<file path="src/rtl/id_stage_hz.sv">
// -----------------------------------------------------------------------------
// id_stage_hz -- instruction-decode stage of the 5-stage RV32I pipeline.
//
// Decodes the instruction in IF/ID, builds the sign-extended immediate, reads
// the register file, detects load-use hazards and loads the ID/EX register.
//
// Ports:
//   clock, reset          pipeline clock (rising edge), async active-high reset
//   if_id_*               instruction, PC and valid flag coming from IF/ID
//   wb_regwrite/rd/data   register-file write port driven by writeback
//   ex_flush              EX resolved a taken branch/jump: kill the ID slot
//   stall_out             combinational: hold PC and IF/ID this cycle
//   id_ex_*               registered operands, indices, immediate, controls
//
// Parameters:
//   XLEN    datapath width (32 or 64)
//   NREG    architectural registers (16 or 32); higher indices read as 0
//   BYPASS  1 = same-cycle WB write to a read register returns wb_data
// -----------------------------------------------------------------------------
module id_stage_hz #(
  parameter int XLEN   = 32,
  parameter int NREG   = 32,
  parameter int BYPASS = 1
) (
  input  logic            clock,
  input  logic            reset,
  input  logic            if_id_valid,
  input  logic [31:0]     if_id_instruction,
  input  logic [XLEN-1:0] if_id_pc,
  input  logic            wb_regwrite,
  input  logic [4:0]      wb_rd,
  input  logic [XLEN-1:0] wb_data,
  input  logic            ex_flush,
  output logic            stall_out,
  output logic            id_ex_valid,
  output logic [XLEN-1:0] id_ex_pc,
  output logic [XLEN-1:0] id_ex_rs1_data,
  output logic [XLEN-1:0] id_ex_rs2_data,
  output logic [XLEN-1:0] id_ex_imm,
  output logic [4:0]      id_ex_rs1,
  output logic [4:0]      id_ex_rs2,
  output logic [4:0]      id_ex_rd,
  output logic [2:0]      id_ex_funct3,
  output logic            id_ex_funct7b5,
  output logic            id_ex_regwrite,
  output logic            id_ex_memread,
  output logic            id_ex_memwrite,
  output logic            id_ex_memtoreg,
  output logic            id_ex_alusrc,
  output logic            id_ex_branch,
  output logic            id_ex_jump,
  output logic [1:0]      id_ex_aluop,
  output logic            id_ex_illegal
);

  localparam logic [6:0] OP_R      = 7'b0110011;
  localparam logic [6:0] OP_I      = 7'b0010011;
  localparam logic [6:0] OP_LOAD   = 7'b0000011;
  localparam logic [6:0] OP_STORE  = 7'b0100011;
  localparam logic [6:0] OP_BRANCH = 7'b1100011;
  localparam logic [6:0] OP_LUI    = 7'b0110111;
  localparam logic [6:0] OP_AUIPC  = 7'b0010111;
  localparam logic [6:0] OP_JAL    = 7'b1101111;
  localparam logic [6:0] OP_JALR   = 7'b1100111;

  typedef struct packed {
    logic            valid;
    logic [XLEN-1:0] pc;
    logic [XLEN-1:0] rs1_data;
    logic [XLEN-1:0] rs2_data;
    logic [XLEN-1:0] imm;
    logic [4:0]      rs1;
    logic [4:0]      rs2;
    logic [4:0]      rd;
    logic [2:0]      funct3;
    logic            funct7b5;
    logic            regwrite;
    logic            memread;
    logic            memwrite;
    logic            memtoreg;
    logic            alusrc;
    logic            branch;
    logic            jump;
    logic [1:0]      aluop;
    logic            illegal;
  } id_ex_t;

  id_ex_t id_ex_d, id_ex_q;

  logic [31:0] instr;
  logic [6:0]  opcode;
  logic [4:0]  rs1_idx, rs2_idx, rd_idx;
  assign instr   = if_id_instruction;
  assign opcode  = instr[6:0];
  assign rs2_idx = instr[24:20];
  assign rd_idx  = instr[11:7];

  // ---------------------------------------------------------------------------
  // Register file. The read table always has 32 entries so any 5-bit index is
  // legal; x0 and indices at or above NREG are tied to zero, and only real
  // registers 1..NREG-1 get storage and a write decoder.
  // ---------------------------------------------------------------------------
  logic [XLEN-1:0] rf_tbl [32];

  genvar gi;
  generate
    for (gi = 0; gi < 32; gi++) begin : g_rf
      if (gi == 0 || gi >= NREG) begin : g_zero
        assign rf_tbl[gi] = '0;
      end else begin : g_reg
        logic [XLEN-1:0] x_q, x_d;
        always_comb begin
          x_d = x_q;
          if (wb_regwrite && (wb_rd == 5'(gi))) x_d = wb_data;
        end
        always_ff @(posedge clock or posedge reset) begin
          if (reset) x_q <= '0;
          else       x_q <= x_d;
        end
        assign rf_tbl[gi] = x_q;
      end
    end
  endgenerate

  // ---------------------------------------------------------------------------
  // Control decode and immediate selection.
  // ---------------------------------------------------------------------------
  logic        dec_regwrite, dec_memread, dec_memwrite, dec_memtoreg;
  logic        dec_alusrc, dec_branch, dec_jump, dec_illegal;
  logic [1:0]  dec_aluop;
  logic        uses_rs1, uses_rs2;
  logic [31:0] imm32;

  logic [31:0] imm_i, imm_s, imm_b, imm_u, imm_j;
  assign imm_i = {{20{instr[31]}}, instr[31:20]};
  assign imm_s = {{20{instr[31]}}, instr[31:25], instr[11:7]};
  assign imm_b = {{19{instr[31]}}, instr[31], instr[7], instr[30:25], instr[11:8], 1'b0};
  assign imm_u = {instr[31:12], 12'b0};
  assign imm_j = {{11{instr[31]}}, instr[31], instr[19:12], instr[20], instr[30:21], 1'b0};

  always_comb begin
    dec_regwrite = 1'b0;
    dec_memread  = 1'b0;
    dec_memwrite = 1'b0;
    dec_memtoreg = 1'b0;
    dec_alusrc   = 1'b0;
    dec_branch   = 1'b0;
    dec_jump     = 1'b0;
    dec_illegal  = 1'b0;
    dec_aluop    = 2'b00;
    uses_rs1     = 1'b0;
    uses_rs2     = 1'b0;
    imm32        = '0;
    rs1_idx      = instr[19:15];
    case (opcode)
      OP_R: begin
        dec_regwrite = 1'b1; dec_aluop = 2'b10;
        uses_rs1 = 1'b1; uses_rs2 = 1'b1;
      end
      OP_I: begin
        dec_regwrite = 1'b1; dec_alusrc = 1'b1; dec_aluop = 2'b11;
        uses_rs1 = 1'b1; imm32 = imm_i;
      end
      OP_LOAD: begin
        dec_regwrite = 1'b1; dec_memread = 1'b1; dec_memtoreg = 1'b1;
        dec_alusrc = 1'b1; uses_rs1 = 1'b1; imm32 = imm_i;
      end
      OP_STORE: begin
        dec_memwrite = 1'b1; dec_alusrc = 1'b1;
        uses_rs1 = 1'b1; uses_rs2 = 1'b1; imm32 = imm_s;
      end
      OP_BRANCH: begin
        dec_branch = 1'b1; dec_aluop = 2'b01;
        uses_rs1 = 1'b1; uses_rs2 = 1'b1; imm32 = imm_b;
      end
      OP_LUI: begin
        // rs1 is forced to x0 so EX can compute 0 + imm with the plain adder.
        dec_regwrite = 1'b1; dec_alusrc = 1'b1; imm32 = imm_u;
        rs1_idx = 5'd0;
      end
      OP_AUIPC: begin
        dec_regwrite = 1'b1; dec_alusrc = 1'b1; imm32 = imm_u;
      end
      OP_JAL: begin
        dec_regwrite = 1'b1; dec_jump = 1'b1; imm32 = imm_j;
      end
      OP_JALR: begin
        dec_regwrite = 1'b1; dec_jump = 1'b1; dec_alusrc = 1'b1;
        uses_rs1 = 1'b1; imm32 = imm_i;
      end
      default: dec_illegal = 1'b1;
    endcase
  end

  // ---------------------------------------------------------------------------
  // Operand read with optional write-through bypass from WB.
  // ---------------------------------------------------------------------------
  logic [XLEN-1:0] rs1_val, rs2_val;

  always_comb begin
    rs1_val = rf_tbl[rs1_idx];
    rs2_val = rf_tbl[rs2_idx];
    if ((BYPASS != 0) && wb_regwrite && (wb_rd == rs1_idx) && (rs1_idx != 5'd0))
      rs1_val = wb_data;
    if ((BYPASS != 0) && wb_regwrite && (wb_rd == rs2_idx) && (rs2_idx != 5'd0))
      rs2_val = wb_data;
  end

  // ---------------------------------------------------------------------------
  // Load-use hazard: the load in ID/EX produces data the ID instruction needs
  // before it could be forwarded, so a single bubble is inserted.
  // ---------------------------------------------------------------------------
  logic hz;
  assign hz = if_id_valid & id_ex_q.valid & id_ex_q.memread & (id_ex_q.rd != 5'd0) &
              ((uses_rs1 & (id_ex_q.rd == rs1_idx)) | (uses_rs2 & (id_ex_q.rd == rs2_idx)));

  // A flush discards the ID instruction anyway, so holding IF/ID would only
  // block the redirected fetch.
  assign stall_out = hz & ~ex_flush;

  // ---------------------------------------------------------------------------
  // ID/EX register: flush and hazard both produce an all-zero bubble.
  // ---------------------------------------------------------------------------
  always_comb begin
    id_ex_d = '0;
    if (!ex_flush && !hz) begin
      id_ex_d.valid    = if_id_valid;
      id_ex_d.pc       = if_id_pc;
      id_ex_d.rs1_data = rs1_val;
      id_ex_d.rs2_data = rs2_val;
      id_ex_d.imm      = XLEN'($signed(imm32));
      id_ex_d.rs1      = rs1_idx;
      id_ex_d.rs2      = rs2_idx;
      id_ex_d.rd       = rd_idx;
      id_ex_d.funct3   = instr[14:12];
      id_ex_d.funct7b5 = instr[30];
      if (if_id_valid) begin
        id_ex_d.regwrite = dec_regwrite;
        id_ex_d.memread  = dec_memread;
        id_ex_d.memwrite = dec_memwrite;
        id_ex_d.memtoreg = dec_memtoreg;
        id_ex_d.alusrc   = dec_alusrc;
        id_ex_d.branch   = dec_branch;
        id_ex_d.jump     = dec_jump;
        id_ex_d.aluop    = dec_aluop;
        id_ex_d.illegal  = dec_illegal;
      end
    end
  end

  always_ff @(posedge clock or posedge reset) begin
    if (reset) id_ex_q <= '0;
    else       id_ex_q <= id_ex_d;
  end

  assign id_ex_valid    = id_ex_q.valid;
  assign id_ex_pc       = id_ex_q.pc;
  assign id_ex_rs1_data = id_ex_q.rs1_data;
  assign id_ex_rs2_data = id_ex_q.rs2_data;
  assign id_ex_imm      = id_ex_q.imm;
  assign id_ex_rs1      = id_ex_q.rs1;
  assign id_ex_rs2      = id_ex_q.rs2;
  assign id_ex_rd       = id_ex_q.rd;
  assign id_ex_funct3   = id_ex_q.funct3;
  assign id_ex_funct7b5 = id_ex_q.funct7b5;
  assign id_ex_regwrite = id_ex_q.regwrite;
  assign id_ex_memread  = id_ex_q.memread;
  assign id_ex_memwrite = id_ex_q.memwrite;
  assign id_ex_memtoreg = id_ex_q.memtoreg;
  assign id_ex_alusrc   = id_ex_q.alusrc;
  assign id_ex_branch   = id_ex_q.branch;
  assign id_ex_jump     = id_ex_q.jump;
  assign id_ex_aluop    = id_ex_q.aluop;
  assign id_ex_illegal  = id_ex_q.illegal;

endmodule
</file>
<file path="config.mk">
export PLATFORM = sky130hd
export DESIGN_NAME = id_stage_hz
export DESIGN_NICKNAME = d
export VERILOG_FILES = /design/src/rtl/id_stage_hz.sv
export SDC_FILE = /design/constraint.sdc
export NUM_CORES = 2
export LEC_CHECK = 0
export CAP_MARGIN = 20
export CORE_MARGIN = 8
export CORE_UTILIZATION = 50
export CTS_CLUSTER_DIAMETER = 60
export CTS_CLUSTER_SIZE = 8
export DETAILED_ROUTE_END_ITERATION = 8
export DONT_BUFFER_PORTS = 1
export GPL_TIMING_DRIVEN = 0
export HOLD_SLACK_MARGIN = 0.03
export SYNTH_ARGS = -nofsm -noshare
export SYNTH_HDL_FRONTEND = slang
export SYNTH_SLANG_ARGS = --single-unit
</file>
<file path="constraint.sdc">
create_clock -name clock -period 48.5 [get_ports clock]
set_clock_uncertainty 0.15 [all_clocks]
set_input_delay 4.85 -clock clock [delete_from_list [all_inputs] [get_ports clock]]
set_output_delay 4.85 -clock clock [all_outputs]
set_load 0.1 [all_outputs]
</file>
==> flow_results.xml <==
<?xml version="1.0" encoding="UTF-8"?>
<metrics>
  <group name="floorplan">
    <metric name="placementRows" unit="">127</metric>
    <metric name="core_area" unit="sq mm">0.119</metric>
    <metric name="die_height" unit="um">362</metric>
    <metric name="die-area" unit="sq mm">0.131</metric>
    <metric name="design.portCount" unit="">265</metric>
    <metric name="die-width" unit="um">362</metric>
    <metric name="start_util" unit="%">50.1</metric>
  </group>
  <group name="synthesis">
    <metric name="synthDominantCellAreaShare" unit="%">48.1</metric>
    <metric name="synth_cell_type_count" unit="">75</metric>
    <metric name="synth.area.top_cells" unit="">sky130_fd_sc_hd__dfrtp_1 48%, sky130_fd_sc_hd__mux2_2 20%, sky130_fd_sc_hd__mux4_2 12%</metric>
    <metric name="synth-seq-cells" unit="">1149</metric>
    <metric name="synth-warning-count" unit="">0</metric>
    <metric name="yosys.cell_count.top_type" unit="">sky130_fd_sc_hd__dfrtp_1</metric>
    <metric name="postSynthCellCount" unit="">4445</metric>
    <metric name="seq_total_area_yosys" unit="%">48.1</metric>
    <metric name="syn_area" unit="sq mm">0.0598</metric>
    <metric name="synth-edff-count" unit="">0</metric>
    <metric name="postSynth.topFlopCell" unit="">sky130_fd_sc_hd__dfrtp_1</metric>
    <metric name="synth-async-reset-ratio" unit="%">100</metric>
    <metric name="mappedNetlistNets" unit="">4551</metric>
    <metric name="ys_top_cells_by_count" unit="">1149 x sky130_fd_sc_hd__dfrtp_1, 1069 x sky130_fd_sc_hd__mux2_2, 311 x sky130_fd_sc_hd__mux4_2, 260 x sky130_fd_sc_hd__clkbuf_1, 201 x sky130_fd_sc_hd__a21oi_1</metric>
    <metric name="avgSynthCellArea" unit="sq um">13.4</metric>
    <metric name="synth_area_leader_cell" unit="">sky130_fd_sc_hd__dfrtp_1</metric>
  </group>
  <group name="grt">
    <metric name="grt_first_pass_wirelength" unit="um">349000</metric>
    <metric name="pin_count_of_the_biggest_net_entering_global_routing" unit="">128</metric>
    <metric name="globalRoute.totalOverflow" unit="">0</metric>
    <metric name="first_global_vias" unit="">43800</metric>
    <metric name="grt_usage" unit="%">37.8</metric>
    <metric name="antenna_found_initial" unit="">22</metric>
  </group>
  <group name="min_path">
    <metric name="worst_hold_path_type" unit="">reg -&gt; reg</metric>
    <metric name="worst_hold_path.num_cells" unit="">1</metric>
    <metric name="worstHoldEndpoint" unit="">g_rf[10].g_reg.x_q[21]$_DFFE_PP0P_</metric>
    <metric name="hold_start" unit="">g_rf[10].g_reg.x_q[21]$_DFFE_PP0P_</metric>
  </group>
  <group name="setup_path">
    <metric name="end_kind" unit="">output pin</metric>
    <metric name="worst_r2r_dst" unit="">id_ex_rs2_data[30]$_DFF_PP0_</metric>
    <metric name="critPathArrivalTime" unit="ns">7.50</metric>
    <metric name="setup.reg_to_reg.worst_slack" unit="ns">43.89</metric>
    <metric name="reg2reg_depth" unit="">7</metric>
    <metric name="cp-start-kind" unit="">input pin</metric>
    <metric name="cp_slowest_stage_delay" unit="ns">0.59</metric>
    <metric name="timing.critical_path.fanout_max" unit="">8</metric>
    <metric name="timing.rr.start" unit="">id_ex_rd[2]$_DFF_PP0_</metric>
    <metric name="cp_top_family" unit="">buffers and inverters</metric>
    <metric name="classification_of_the_worst_setup_path" unit="">in -&gt; out</metric>
    <metric name="crit_buf_inv" unit="">3</metric>
    <metric name="timing.critical_path.required" unit="ns">43.50</metric>
    <metric name="critical_path.cell_chain" unit="">clkbuf_1 &gt; inv_1 &gt; a22oi_1 &gt; o32ai_1 &gt; a31oi_1 &gt; nor4_2 &gt; buf_16</metric>
    <metric name="slowest_stage" unit="">sky130_fd_sc_hd__nor4_2</metric>
  </group>
  <group name="timing">
    <metric name="layout_worst_path_cycle_share" unit="%">25.8</metric>
    <metric name="max_slew.worst_pin.slew" unit="ns">1.30</metric>
    <metric name="final-hold-violation-count" unit="">0</metric>
    <metric name="hold_slack" unit="ns">0.371</metric>
    <metric name="post-route-min-period" unit="ns">12.50</metric>
    <metric name="max_freq" unit="MHz">80.0</metric>
    <metric name="timing.final.max_slew_violations" unit="">0</metric>
    <metric name="worst_rel_slew_slack" unit="%">13.6</metric>
    <metric name="fin_setup_tns" unit="ns">0</metric>
    <metric name="setup_repair_after_global_routing_missed_its_margin" unit="">false</metric>
    <metric name="setup_viol" unit="">0</metric>
  </group>
  <group name="placement">
    <metric name="final_weighted_congestion_of_routability_driven_global_placement" unit="">1.01</metric>
    <metric name="post_dp_cell_area" unit="sq mm">0.0624</metric>
    <metric name="post-dp-hpwl" unit="um">184000</metric>
    <metric name="port-buffer-count" unit="">0</metric>
  </group>
  <group name="layout">
    <metric name="multiInputGateArea" unit="sq mm">0.0287</metric>
    <metric name="layout.core_utilization" unit="%">56.2</metric>
    <metric name="layout-drive-gt1-share" unit="%">38.1</metric>
    <metric name="finish.net_count" unit="">4767</metric>
    <metric name="layout.filler_cells" unit="">9970</metric>
    <metric name="stdcell_area" unit="sq mm">0.0670</metric>
    <metric name="final-seq-area" unit="sq mm">0.0288</metric>
    <metric name="layout-area-overhead-vs-synth" unit="%">12.1</metric>
  </group>
  <group name="cts">
    <metric name="cts.sink_count" unit="">1149</metric>
    <metric name="clock_pin_slew_worst_setup_and_hold_paths" unit="ns">0.05</metric>
    <metric name="clock_root_cell" unit="">sky130_fd_sc_hd__clkbuf_16</metric>
    <metric name="postCtsResizedCells" unit="">0</metric>
    <metric name="max-clock-path-buffers" unit="">3</metric>
    <metric name="worst_skew_pair.late_latency" unit="ns">0.81</metric>
    <metric name="post_cts.repair.setup_buffers" unit="">0</metric>
    <metric name="tritoncts_clock_tree" unit="">built</metric>
    <metric name="cts_buffers" unit="">163</metric>
    <metric name="hold_bufs_at_cts" unit="">0</metric>
    <metric name="level_count_of_the_clock_h_tree" unit="">4</metric>
  </group>
  <group name="routing">
    <metric name="antenna_violating_nets_post_route" unit="">0</metric>
    <metric name="top_layer" unit="">met5</metric>
    <metric name="drt_pass1_iterations" unit="">6</metric>
    <metric name="drcViolationCount" unit="">0</metric>
    <metric name="routed-wl-met2" unit="um">107000</metric>
    <metric name="wl_met1" unit="um">97900</metric>
    <metric name="postRouteWirelength" unit="um">252000</metric>
    <metric name="num_vias" unit="">44500</metric>
    <metric name="wl_per_cell" unit="um">40.4</metric>
    <metric name="detail_route.vias_per_cell" unit="">7.13</metric>
    <metric name="drt_first_iter_violations" unit="">6314</metric>
    <metric name="route.met3.wl" unit="um">33200</metric>
  </group>
  <group name="power_and_ir_drop">
    <metric name="share_seq_of_total_power" unit="%">45.1</metric>
    <metric name="leakage" unit="nW">29.2</metric>
    <metric name="clock_group_share_of_total_power" unit="%">35.9</metric>
    <metric name="net_sw_power" unit="uW">884</metric>
    <metric name="ir_worst_vdd" unit="mV">0.0401</metric>
    <metric name="combPwrFrac" unit="%">19.0</metric>
    <metric name="switching_fraction" unit="%">30.2</metric>
    <metric name="power-per-cell-area" unit="mW/mm^2">43.7</metric>
    <metric name="intPower" unit="mW">2.04</metric>
  </group>
  <group name="run_status">
    <metric name="run_status" unit="">finished clean</metric>
  </group>
  <group name="flow_run">
    <metric name="maxCapViolations" unit="">0</metric>
  </group>
</metrics>
==> cell families after synthesis <==
group	synth area share, %
XOR/XNOR	0.191
AND/OR/NAND/NOR	3.38
AO/OA/AOI/OAI	9.31
multiplexers	35.2
flip-flops	48.1
buffers and inverters	3.82
==> state kept, by name, indices dropped and copies added, names as in the netlist, 2 cells and up <==
signal	flops
id_ex_imm	32
id_ex_aluop	2
id_ex_rs1_data	32
id_ex_rd	5
g_rf.g_reg.x_q	992
id_ex_rs1	5
id_ex_pc	32
id_ex_rs2_data	32
id_ex_funct3	3
id_ex_rs2	5
==> power by group through the flow <==
| stage | clock, mW | sequential, mW | combinational [mW] |
|---|---|---|---|
| CTS | 1.06 | 1.31 | 0.543 |
| floorplan | 0 | 1.28 | 0.397 |
| global route | 1.10 | 1.34 | 0.582 |
| finish | 1.05 | 1.32 | 0.557 |
| global placement | 0 | 1.32 | 0.524 |
| detailed placement | 0 | 1.33 | 0.540 |
==> per-layer routing <==
| metal | up-vias | GRT usage [%] |
|---|---|---|
| li1 | 17400 | - |
| met2 | 2988 | 53.9 |
| met1 | 23500 | 50.0 |
| met5 | - | 1.15 |
| met3 | 689 | 15.4 |
| met4 | 10 | 18.5 |
==> cell type report <==
cell class | count | area share, %
Clock inverter | 13 | 0.278
Antenna cell | 17 | 0.0635
Sequential cell | 1149 | 42.9
Clock buffer | 174 | 6.34
Multi-Input combinational cell | 2783 | 42.9
Tap cell | 1548 | 2.89
Inverter | 39 | 0.230
Timing Repair Buffer | 51 | 1.18
Buffer | 474 | 3.19
==> placed cells by master (no fill, tap or decap), types with 9 or more instances in the layout <==
master	instances
sky130_fd_sc_hd__mux2_2	1069
sky130_fd_sc_hd__a221oi_1	37
sky130_fd_sc_hd__a21oi_1	201
sky130_fd_sc_hd__o311ai_1	9
sky130_fd_sc_hd__buf_16	14
sky130_fd_sc_hd__o2111ai_1	25
sky130_fd_sc_hd__nor3b_1	10
sky130_fd_sc_hd__o32a_1	22
sky130_fd_sc_hd__a211oi_1	45
sky130_fd_sc_hd__inv_1	37
sky130_fd_sc_hd__dfrtp_1	1149
sky130_fd_sc_hd__o22ai_1	66
sky130_fd_sc_hd__mux2i_1	192
sky130_fd_sc_hd__a2111oi_0	48
sky130_fd_sc_hd__and3_1	10
sky130_fd_sc_hd__clkbuf_1	263
sky130_fd_sc_hd__buf_1	63
sky130_fd_sc_hd__o311ai_0	9
sky130_fd_sc_hd__a2111oi_1	9
sky130_fd_sc_hd__o22a_1	29
sky130_fd_sc_hd__o211ai_1	31
sky130_fd_sc_hd__a2bb2oi_1	33
sky130_fd_sc_hd__nor2_1	125
sky130_fd_sc_hd__o211a_1	26
sky130_fd_sc_hd__nand2_1	82
sky130_fd_sc_hd__nor3_1	47
sky130_fd_sc_hd__a211o_1	37
sky130_fd_sc_hd__diode_2	17
sky130_fd_sc_hd__mux4_2	311
sky130_fd_sc_hd__and2_1	55
sky130_fd_sc_hd__buf_4	46
sky130_fd_sc_hd__a22oi_1	10
sky130_fd_sc_hd__buf_2	109
sky130_fd_sc_hd__buf_8	18
sky130_fd_sc_hd__or3_1	11
sky130_fd_sc_hd__nand3_1	27
sky130_fd_sc_hd__o21ai_0	104
sky130_fd_sc_hd__clkbuf_16	168
sky130_fd_sc_hd__buf_6	11
==> through the flow <==
| stage | power [mW] | setup slack [ns] | instances |
|---|---|---|---|
| after global routing | 3.01 | 36.08 | 6235 |
| after detailed placement | 1.87 | 36.15 | 6039 |
| final | 2.93 | 36.00 | 6248 |
| after CTS | 2.91 | 36.13 | 6226 |
| after floorplan | 1.68 | 11.14 | 4445 |
| after global placement | 1.85 | -3.12 | 5993 |
==> worst max path at each step <==
stage	from	end	slack, ns	cells past startpoint
2_1_floorplan	reset	g_rf[10].g_reg.x_q[0]$_DFFE_PP0P_	11.14	1
3_3_place_gp	reset	g_rf[22].g_reg.x_q[19]$_DFFE_PP0P_	-3.12	1
3_5_place_dp	if_id_instruction[18]	stall_out	36.15	7
4_1_cts	if_id_instruction[18]	stall_out	36.13	7
5_1_grt	if_id_instruction[18]	stall_out	36.08	7
6_report	if_id_instruction[18]	stall_out	36.00	7
(Power assumes the default switching activity.)
